### src/rtl/ram_access_arbiter.sv
// Arbitrates CPU and AUX requesters onto a single-port RAM, one transaction in flight at a time.
// Build option RAM_ARB_RR_EN: round-robin on conflict; otherwise CPU has fixed priority.
module ram_access_arbiter #(
  parameter int ADDR_W = 32,
  parameter int DATA_W = 32,
  parameter int RD_LAT = 1
) (
  input  logic              clk,
  input  logic              reset_n,
  input  logic              cpu_req,
  input  logic              cpu_rw,
  input  logic [ADDR_W-1:0] cpu_addr,
  input  logic [DATA_W-1:0] cpu_wdata,
  output logic [DATA_W-1:0] cpu_rdata,
  output logic              cpu_ack,
  input  logic              aux_req,
  input  logic              aux_rw,
  input  logic [ADDR_W-1:0] aux_addr,
  input  logic [DATA_W-1:0] aux_wdata,
  output logic [DATA_W-1:0] aux_rdata,
  output logic              aux_ack,
  output logic              ram_en,
  output logic              ram_rw,
  output logic [ADDR_W-1:0] ram_addr,
  output logic [DATA_W-1:0] ram_wdata,
  input  logic [DATA_W-1:0] ram_rdata,
  output logic              busy
);

  typedef enum logic [1:0] {IDLE, ISSUE, WAIT, DONE} state_t;

  typedef struct packed {
    logic              rw;
    logic [ADDR_W-1:0] addr;
    logic [DATA_W-1:0] wdata;
  } req_t;

  state_t     state;
  logic       gnt_aux;
  logic       last_grant;   // 1 = AUX
  logic       lat_rw;
  logic [1:0] cnt;
  logic       pick_aux;
  req_t       win;

  always_comb begin
`ifdef RAM_ARB_RR_EN
    pick_aux = aux_req & (~cpu_req | ~last_grant);
`else
    pick_aux = aux_req & ~cpu_req;
`endif
    win = pick_aux ? req_t'{aux_rw, aux_addr, aux_wdata}
                   : req_t'{cpu_rw, cpu_addr, cpu_wdata};
  end

  // Outputs are registered alongside the state so they line up with it cycle for cycle.
  always_ff @(posedge clk or negedge reset_n) begin
    if (!reset_n) begin
      state      <= IDLE;
      gnt_aux    <= 1'b0;
      last_grant <= 1'b1;
      lat_rw     <= 1'b1;
      cnt        <= '0;
      ram_en     <= 1'b0;
      ram_rw     <= 1'b1;
      ram_addr   <= '0;
      ram_wdata  <= '0;
      cpu_ack    <= 1'b0;
      aux_ack    <= 1'b0;
      cpu_rdata  <= '0;
      aux_rdata  <= '0;
      busy       <= 1'b0;
    end else begin
      case (state)
        IDLE: begin
          if (cpu_req | aux_req) begin
            gnt_aux   <= pick_aux;
            lat_rw    <= win.rw;
            ram_en    <= 1'b1;
            ram_rw    <= win.rw;
            ram_addr  <= win.addr;
            ram_wdata <= win.wdata;
            busy      <= 1'b1;
            state     <= ISSUE;
          end
        end
        ISSUE: begin
          ram_en <= 1'b0;
          ram_rw <= 1'b1;
          if (lat_rw) begin
            cnt   <= 2'(RD_LAT - 1);
            state <= WAIT;
          end else begin
            cpu_ack <= ~gnt_aux;
            aux_ack <= gnt_aux;
            state   <= DONE;
          end
        end
        WAIT: begin
          if (cnt == '0) begin
            if (gnt_aux) aux_rdata <= ram_rdata;
            else         cpu_rdata <= ram_rdata;
            cpu_ack <= ~gnt_aux;
            aux_ack <= gnt_aux;
            state   <= DONE;
          end else begin
            cnt <= cnt - 2'd1;
          end
        end
        DONE: begin
          cpu_ack    <= 1'b0;
          aux_ack    <= 1'b0;
          last_grant <= gnt_aux;
          busy       <= 1'b0;
          state      <= IDLE;
        end
        default: state <= IDLE;
      endcase
    end
  end

endmodule

### config.mk
export PLATFORM = sky130hd
export DESIGN_NAME = ram_access_arbiter
export DESIGN_NICKNAME = d
export VERILOG_FILES = /design/src/rtl/ram_access_arbiter.sv
export SDC_FILE = /design/constraint.sdc
export NUM_CORES = 1
export LEC_CHECK = 0
export BUFFER_PORTS_ARGS = -buffer_cell sky130_fd_sc_hd__buf_2
export CAP_MARGIN = 40
export CORE_AREA = 2 2 147 149
export CTS_CLUSTER_DIAMETER = 60
export CTS_CLUSTER_SIZE = 20
export DETAILED_ROUTE_END_ITERATION = 12
export DIE_AREA = 0 0 149 151
export GPL_ROUTABILITY_DRIVEN = 0
export SLEW_MARGIN = 30
export SYNTH_ARGS = -nofsm -noshare
export SYNTH_HDL_FRONTEND = slang
export SYNTH_SLANG_ARGS = --single-unit
### constraint.sdc
create_clock -name clk -period 1.7 [get_ports clk]
set_input_delay 0.34 -clock clk [delete_from_list [all_inputs] [get_ports clk]]
set_output_delay 0.34 -clock clk [all_outputs]
set_load 0.01 [all_outputs]
# == After elaboration in Yosys (flattened, before gate mapping) ==
# Index checks and enable logic that the tools add are counted.
# op_classes
addsub,1
multipliers,0
div_mod_pow,0
n_lt_le_gt_ge,0
n_eq_ne,8
shifts,0
muxes,19
n_bitwise,4
reduce_logical,14
# op_table
cell,count
2-to-1 mux 65 bit,1
AND reduction 3 bit,4
"inequality test 2 bit, second input constant",5
2-to-1 mux 2 bit,4
one-hot mux 2 bit (4 select lines),1
AND reduction 2 bit,4
2-to-1 mux 1 bit,7
one-hot mux 1 bit (2 select lines),3
one-hot mux 1 bit (3 select lines),2
nonzero test 2 bit,3
"== test 2 bit, second input constant",2
zero test 2 bit,2
one-hot mux 2 bit (2 select lines),1
nonzero test 3 bit,1
"== test 2 x 1 -> 1 bit, second input constant",1
inverter 1 bit,2
"subtractor 2 x 1 -> 2 bit, second input constant",1
AND 1 bit,1
OR 1 bit,1
# word_totals
regBits,139
latchBits,0
ramBits,0
romBits,0
inputBits,166
output_inout_bits,133
mem_count,0

# == Longest topological paths before layout ==
# Gate-level depths: netlist (run 1).
# logic_depth
depth_word,5
mapped_depth,8

# == Worst setup path after synthesis (run 1) ==
# No wires, ideal clock.
# synth_timing
path_kind,reg-to-reg
startpoint,register state[0]
endpoint,register lat_rw
setup_ns,0.082
arrival_ns,1.521
required_ns,1.618
setup_slack_ns,0.097
stages_incl_launch_ff,8
path_buffers,3
synth_period_minus_slack_ns,1.603
cell_sequence,dfrtp_1 -> inv_1 -> ha_1 -> buf_2 -> o21ai_2 -> buf_2 -> buf_6 -> mux2_2
# synth_between
elab_chain_cells,2
# synth_rtl
element,line_no,rtl
from (decl),38,state_t state;
from (signal assigned),59,state <= IDLE;
from (signal assigned),84,state <= ISSUE;
from (signal assigned),92,state <= WAIT;
zero test 2 bit,74,case (state)
AND reduction 2 bit (no line),--,
to (signal assigned),78,lat_rw <= win.rw;
to (decl),41,logic lat_rw;
# No other way between the ends.
# A chain may end at the register's enable or synchronous reset.

# == Worst setup path in the final report (run 1) ==
# layout_timing
startpoint,register state[1]
endpoint,register state[1]
# layout_between
elab_chain_cells,3
# layout_rtl
element,line_no
== test 2 bit / zero test 2 bit (equally long branches),74
inequality test 2 bit (no line),--
AND reduction 2 bit (no line),--
# Parallel ways exist; a longest one is shown, timed or not.

==> results of run 1 <==
==> cell usage in the layout (no fill, tap or decap), types with 2 or more instances in the layout <==
cell type,synthesis,routed
dfrtp_1,137,137
o21ai_0,31,31
mux2i_1,65,65
a22o_1,2,2
nor2b_2,0,2
clkbuf_16,0,17
inv_1,6,6
buf_4,0,13
mux2_2,52,52
o21ai_1,36,36
clkinv_4,0,3
clkinv_8,0,3
a211o_1,2,2
mux2_1,17,17
clkinvlp_4,0,2
ha_1,7,6
inv_8,0,3
buf_12,0,8
dfstp_2,2,2
buf_2,14,297
a21oi_1,4,4
nand2_1,66,66
nor2_1,4,4
inv_6,0,3
==> path summary, 6_finish.rpt <==
path                       cells after the start           from             to  slack [ps]
min                                            2  ram_rdata[28]  aux_rdata[28]         140
min reg2reg                                    2  ram_wdata[27]  ram_wdata[27]         470
min in group asynchronous                      2        reset_n  aux_rdata[27]         370
max                                            5       state[1]       state[1]          70
max reg2reg                                    5       state[1]       state[1]          70
max in group asynchronous                      3        reset_n  cpu_rdata[31]         720
==> metal layers <==
metal  track usage  wire (um)  vias to the layer above
li1              -          -                     2270
met1         0.160       6220                     2145
met2         0.242       7860                      141
met3        0.0322        801                       16
met4        0.0486        248                        0
met5             0          0                        -
==> cell type report <==
class | count | area share
Tap cell | 275 | 0.0404
Sequential cell | 139 | 0.409
Timing Repair Buffer | 320 | 0.207
Multi-Input combinational cell | 300 | 0.269
Inverter | 6 | 0.00265
Clock inverter | 15 | 0.0212
Clock buffer | 17 | 0.0500
==> kinds of logic after synthesis <==
kind of cell | after synthesis
flip-flops | 139
multiplexers | 134
AO/OA/AOI/OAI | 81
AND/OR/NAND/NOR | 78
buffers and inverters | 34
adder cells (fa/ha/maj) | 7
==> state kept, by name, indices dropped and copies added, names as in the netlist <==
register   flops
aux_ack        1
aux_rdata     32
busy           1
cnt            2
cpu_ack        1
cpu_rdata     32
gnt_aux        1
lat_rw         1
ram_addr      32
ram_en         1
ram_rw         1
ram_wdata     32
state          2
==> power by group <==
part           internal [uW]  leakage (uW)  total (uW)  switching, uW
registers               4970       0.00167        5730            759
clock network           2100      0.000289        3740           1640
logic                   2920       0.00256        6090           3170
total                   9990       0.00452       15600           5570
==> through the flow <==
step / power (uW) / setup slack (ps) / std cells / instance area [um^2]
floorplan: 9200 / 97.0 / 473 / 5970
global placement: 11900 / 104 / 1037 / 7870
detailed placement: 12000 / 62.4 / 1037 / 7870
CTS: 15800 / 25.9 / 1070 / 8490
global route: 16700 / 6.68 / 1072 / 8510
finish: 15600 / 71.5 / 1072 / 8510
==> repair_timing <==
| action | CTS | global route |
|---|---|---|
| endpoints found under the setup margin | 0 | 22 |
| endpoints found under the hold margin | 25 | 0 |
| hold buffers | 1 | 0 |
| resized for setup | 0 | 3 |
| buffers inserted | 0 | 2 |
==> metrics.txt, run 1 <==
status=completed; DRC errors left=0; critical path class=register to register; die width=149 um; Vias/cell=~4.3; post-synthesis cell type count=30; setup TNS=0 ps; FFs w/ async S/R, synth=1.00; largest net degree at the start of global routing=46; GRT overflow=0; EDFF count, synth=0; most common cell in the netlist=dfrtp_1; number of global-route vias before repair=approximately 4700; initial DRC count=118; final setup vio count=0; Final Skew=about 11 ps; Slew Viols, Final=0; CP endpoint kind=register; Die H=151 um; sequential cell area=around 3500 um^2; most instantiated cells after synthesis=dfrtp_1 (137), nand2_1 (66), mux2i_1 (65); min Tclk post-route=around 1600 ps; Synth Area in Simple Gates=0.0526; CP max stage delay=between 400 and 500 ps; Worst Hold Class=input port to register; worst skew pair latency=roughly 420 ps; Rel. slew slack=0.642; CTS tree=built; share of the synthesized area in the top cell type=0.574; overall routing resource usage=0.136; Post-Synth Adder-Cell Area=0.0147; ANT cells=0; synthesized cell area=roughly 6000 um^2; Via Count=~4600; DR pass1 iterations=4; I/O pins=roughly 300; row cnt=between 50 and 60; Yosys reg bits=roughly 140; XOR/XNOR Fraction of Synth Area=0; first-pass GRT wire length=roughly 24000 um; I/O Buffers=298; initial core utilization=0.287; CP required=approximately 2000 ps; area occupied by multi-input gates=roughly 2300 um^2; Slew @ Worst Pin=between 500 and 600 ps; fmax=about 0.61 GHz; DIE AREA=22500 um^2; static leakage=~0.0045 uW; Worst-path clk slew=70 ps; H-Tree Level Count=4; Synth Flop Type=dfrtp_1; Worst Path Max Fanout=5; Worst Path Arrival=~1900 ps; filler instances=2062; overall routed net length=around 15000 um; unrepaired setup endpoints after global routing=no; Seq/Total Area, Yosys=0.583; syn nets=646; Root Buffer=clkbuf_16; yosys warns=0; Synth Area in Compound Gates=0.0738; CP Launch Type=register; Num CTS Buffers=17; Final Util=0.409; Final Cycle Share=0.958; Final Hold Viols=0; Nets=around 960; crit path cell chain=inv_1, ha_1, buf_4, a21oi_1, mux2_2; maxcap violations=0; Synth Instances=roughly 470; Max IR drop VDD=between 0.6 and 0.7 mV; slowest CP cell=dfrtp_1; Synth Area per Inst=12.6 um^2; main combinational cell family by area after synthesis=multiplexers; CTS sink cnt=approximately 140; Avg WL per Cell=14.1 um; Top delay family on crit path=flip-flops; Synth area leader=dfrtp_1; Layout area overhead=42.5%; Synth area leaders=dfrtp_1 (57%), mux2i_1 (11%), mux2_2 (9.8%); Pwr Density=around 1800 nW/um^2; initial antenna violation count=0; hold slack=approximately 140 ps; clk buf depth=2; Post-DRT Antenna Nets=0; mux share of post-synthesis cell area=0.239; core box area=20800 um^2; share of cells above drive strength 1=0.516; Buffers & Inverters on Critical Path=2; DP Wirelength=around 12000 um
Note: power is estimated with default switching activity, not from simulation.
==> run 2, diff against run 1 <==
==> constraint.sdc (replaced) <==
create_clock -name clk -period 1.7 [get_ports clk]
set_input_delay 0.425 -clock clk [delete_from_list [all_inputs] [get_ports clk]]
set_output_delay 0.425 -clock clk [all_outputs]
set_load 0.01 [all_outputs]
==> run 2 against run 1 <==
Clock power decreased by 2%; design area decreased by 0.41%; register-to-register slack improved by 30 ps; wire length increased by 0.78%; core utilization decreased by 0.17 points; count of clock-buffer cells in the layout increased by 1; clock skew about the same; power decreased by 0.67%; sequential share of layout area increased by 0.17 points; fmax increased by 1.8%.
==> metrics.txt, run 2 (same netlist as run 1, synthesis figures left out) <==
unrepaired setup endpoints after global routing=no; Slew Viols, Final=0; Post-DRT Antenna Nets=0; initial antenna violation count=0; overall routed net length=~15000 um; Slew @ Worst Pin=between 300 and 400 ps; Worst Hold Class=input port to register; initial DRC count=150; R2R Path End=cpu_rdata[25]; Final Cycle Share=0.941; Worst Path Max Fanout=32; overall routing resource usage=0.136; Worst Setup SP=cnt[0]; commonest non-fill, non-tap cell in the layout=buf_2; reg-to-reg slack, setup=between 100 and 150 ps; Final Skew=~11 ps; share of cells above drive strength 1=0.512; Worst-path clk slew=70 ps; Via Count=4601; core box area=roughly 21000 um^2; critical path class=register to register; Layout area overhead=41.9%; min Tclk post-route=around 1600 ps; slowest CP cell=dfrtp_1; Root Buffer=clkbuf_16; Vias/cell=4.30; DRC errors left=0; CP endpoint kind=register; Die H=roughly 150 um; Final Util=0.407; Final Hold Viols=0; H-Tree Level Count=4; reg2reg start=cnt[0]; static leakage=0.00449 uW; CP required=2000 ps; Pwr Density=approximately 1800 nW/um^2; CP Launch Type=register; Rel. slew slack=0.751; Worst Path Arrival=1900 ps; clk buf depth=2; DP Wirelength=between 10000 and 15000 um; Top delay family on crit path=flip-flops; maxcap violations=0; GRT overflow=0; R2R cell count=5; worst skew pair latency=roughly 420 ps; commonest cells after routing, fill and taps aside=buf_2 (297), dfrtp_1 (137), nand2_1 (66); CTS sink cnt=roughly 140; DR pass1 iterations=4; initial core utilization=0.287; Num CTS Buffers=17; first-pass GRT wire length=23900 um; CP max stage delay=380 ps; row cnt=53; Setup crit end=cpu_rdata[25]; largest net degree at the start of global routing=63; I/O Buffers=298; final setup vio count=0; crit path cell chain=inv_1, ha_1, nand3b_1, buf_12, mux2_2; CTS tree=built; Worst path depth=5; I/O pins=about 300; Max IR drop VDD=around 0.75 mV; fmax=around 0.63 GHz; DIE AREA=between 20000 and 25000 um^2; number of global-route vias before repair=4693; setup TNS=0 ps; Nets=around 950; Buffers & Inverters on Critical Path=2; status=completed; Avg WL per Cell=between 10 and 15 um; die width=around 150 um; filler instances=between 2000 and 2500
run 2: cell count changes in the layout (fill, tap and decap cells not counted), sizes merged:
cell and delta:
clkinv -6, buf -4, diode +3, inv +3, clkinvlp +2, clkbuf +1
run 2: report_power, final:
part	internal, uW	switching (uW)
logic	2880	3160
clock network	2080	1580
registers	4980	777
total	9940	5520
run 2: cell type report:
| type | count | area (um^2) | share of cell area |
|---|---|---|---|
| Multi-Input combinational cell | 300 | 2290 | 0.270 |
| Clock buffer | 18 | 429 | 0.0506 |
| Timing Repair Buffer | 316 | 1750 | 0.206 |
| Antenna cell | 3 | 7.51 | 0.000886 |
| Clock inverter | 14 | 151 | 0.0179 |
| Inverter | 6 | 22.5 | 0.00266 |
| Tap cell | 275 | 344 | 0.0406 |
| Sequential cell | 139 | 3480 | 0.411 |
run 2: worst reg2reg max path, stage by stage (launching register included):
cell and delay (ps):
dfrtp_1 380, inv_1 60, ha_1 280, nand3b_1 160
buf_12 230, mux2_2 370
run 2: through the flow:
step	total power [uW]	setup slack [ps]	instance area, um^2	hold WS [ps]	cells
after floorplan	9200	97.0	5970	129	473
after global placement	11800	104	7870	342	1035
after detailed placement	12000	52.7	7870	343	1035
after CTS	15700	39.0	8460	206	1068
after global routing	16600	18.5	8470	198	1068
final	15500	100	8470	226	1071
run 2: how the worst min path moves through the flow:
stage / start / to / slack (ps) / cells after the start
after global routing: ram_rdata[0] / aux_rdata[0] / 200 / 2
after floorplan: reset_n / aux_ack / 130 / 0
after detailed placement: reset_n / cpu_rdata[3] / 340 / 1
after global placement: reset_n / cpu_rdata[3] / 340 / 1
after CTS: ram_rdata[24] / aux_rdata[24] / 210 / 2
final: ram_rdata[24] / aux_rdata[24] / 230 / 2
run 2: timing repair:
| item | CTS | global route |
|---|---|---|
| hold endpoints to repair | 29 | 0 |
| buffers inserted | 0 | 0 |
| gates resized for setup | 0 | 3 |
| endpoints found under the setup margin | 0 | 52 |
| hold buffers | 1 | 0 |
run 2: metal layers:
metal,track usage,vias up,part of all wire
met5,0,-,0
met4,0.0552,0,0.017
met3,0.0364,21,0.055
met2,0.238,146,0.52
met1,0.159,2171,0.41
li1,-,2263,-
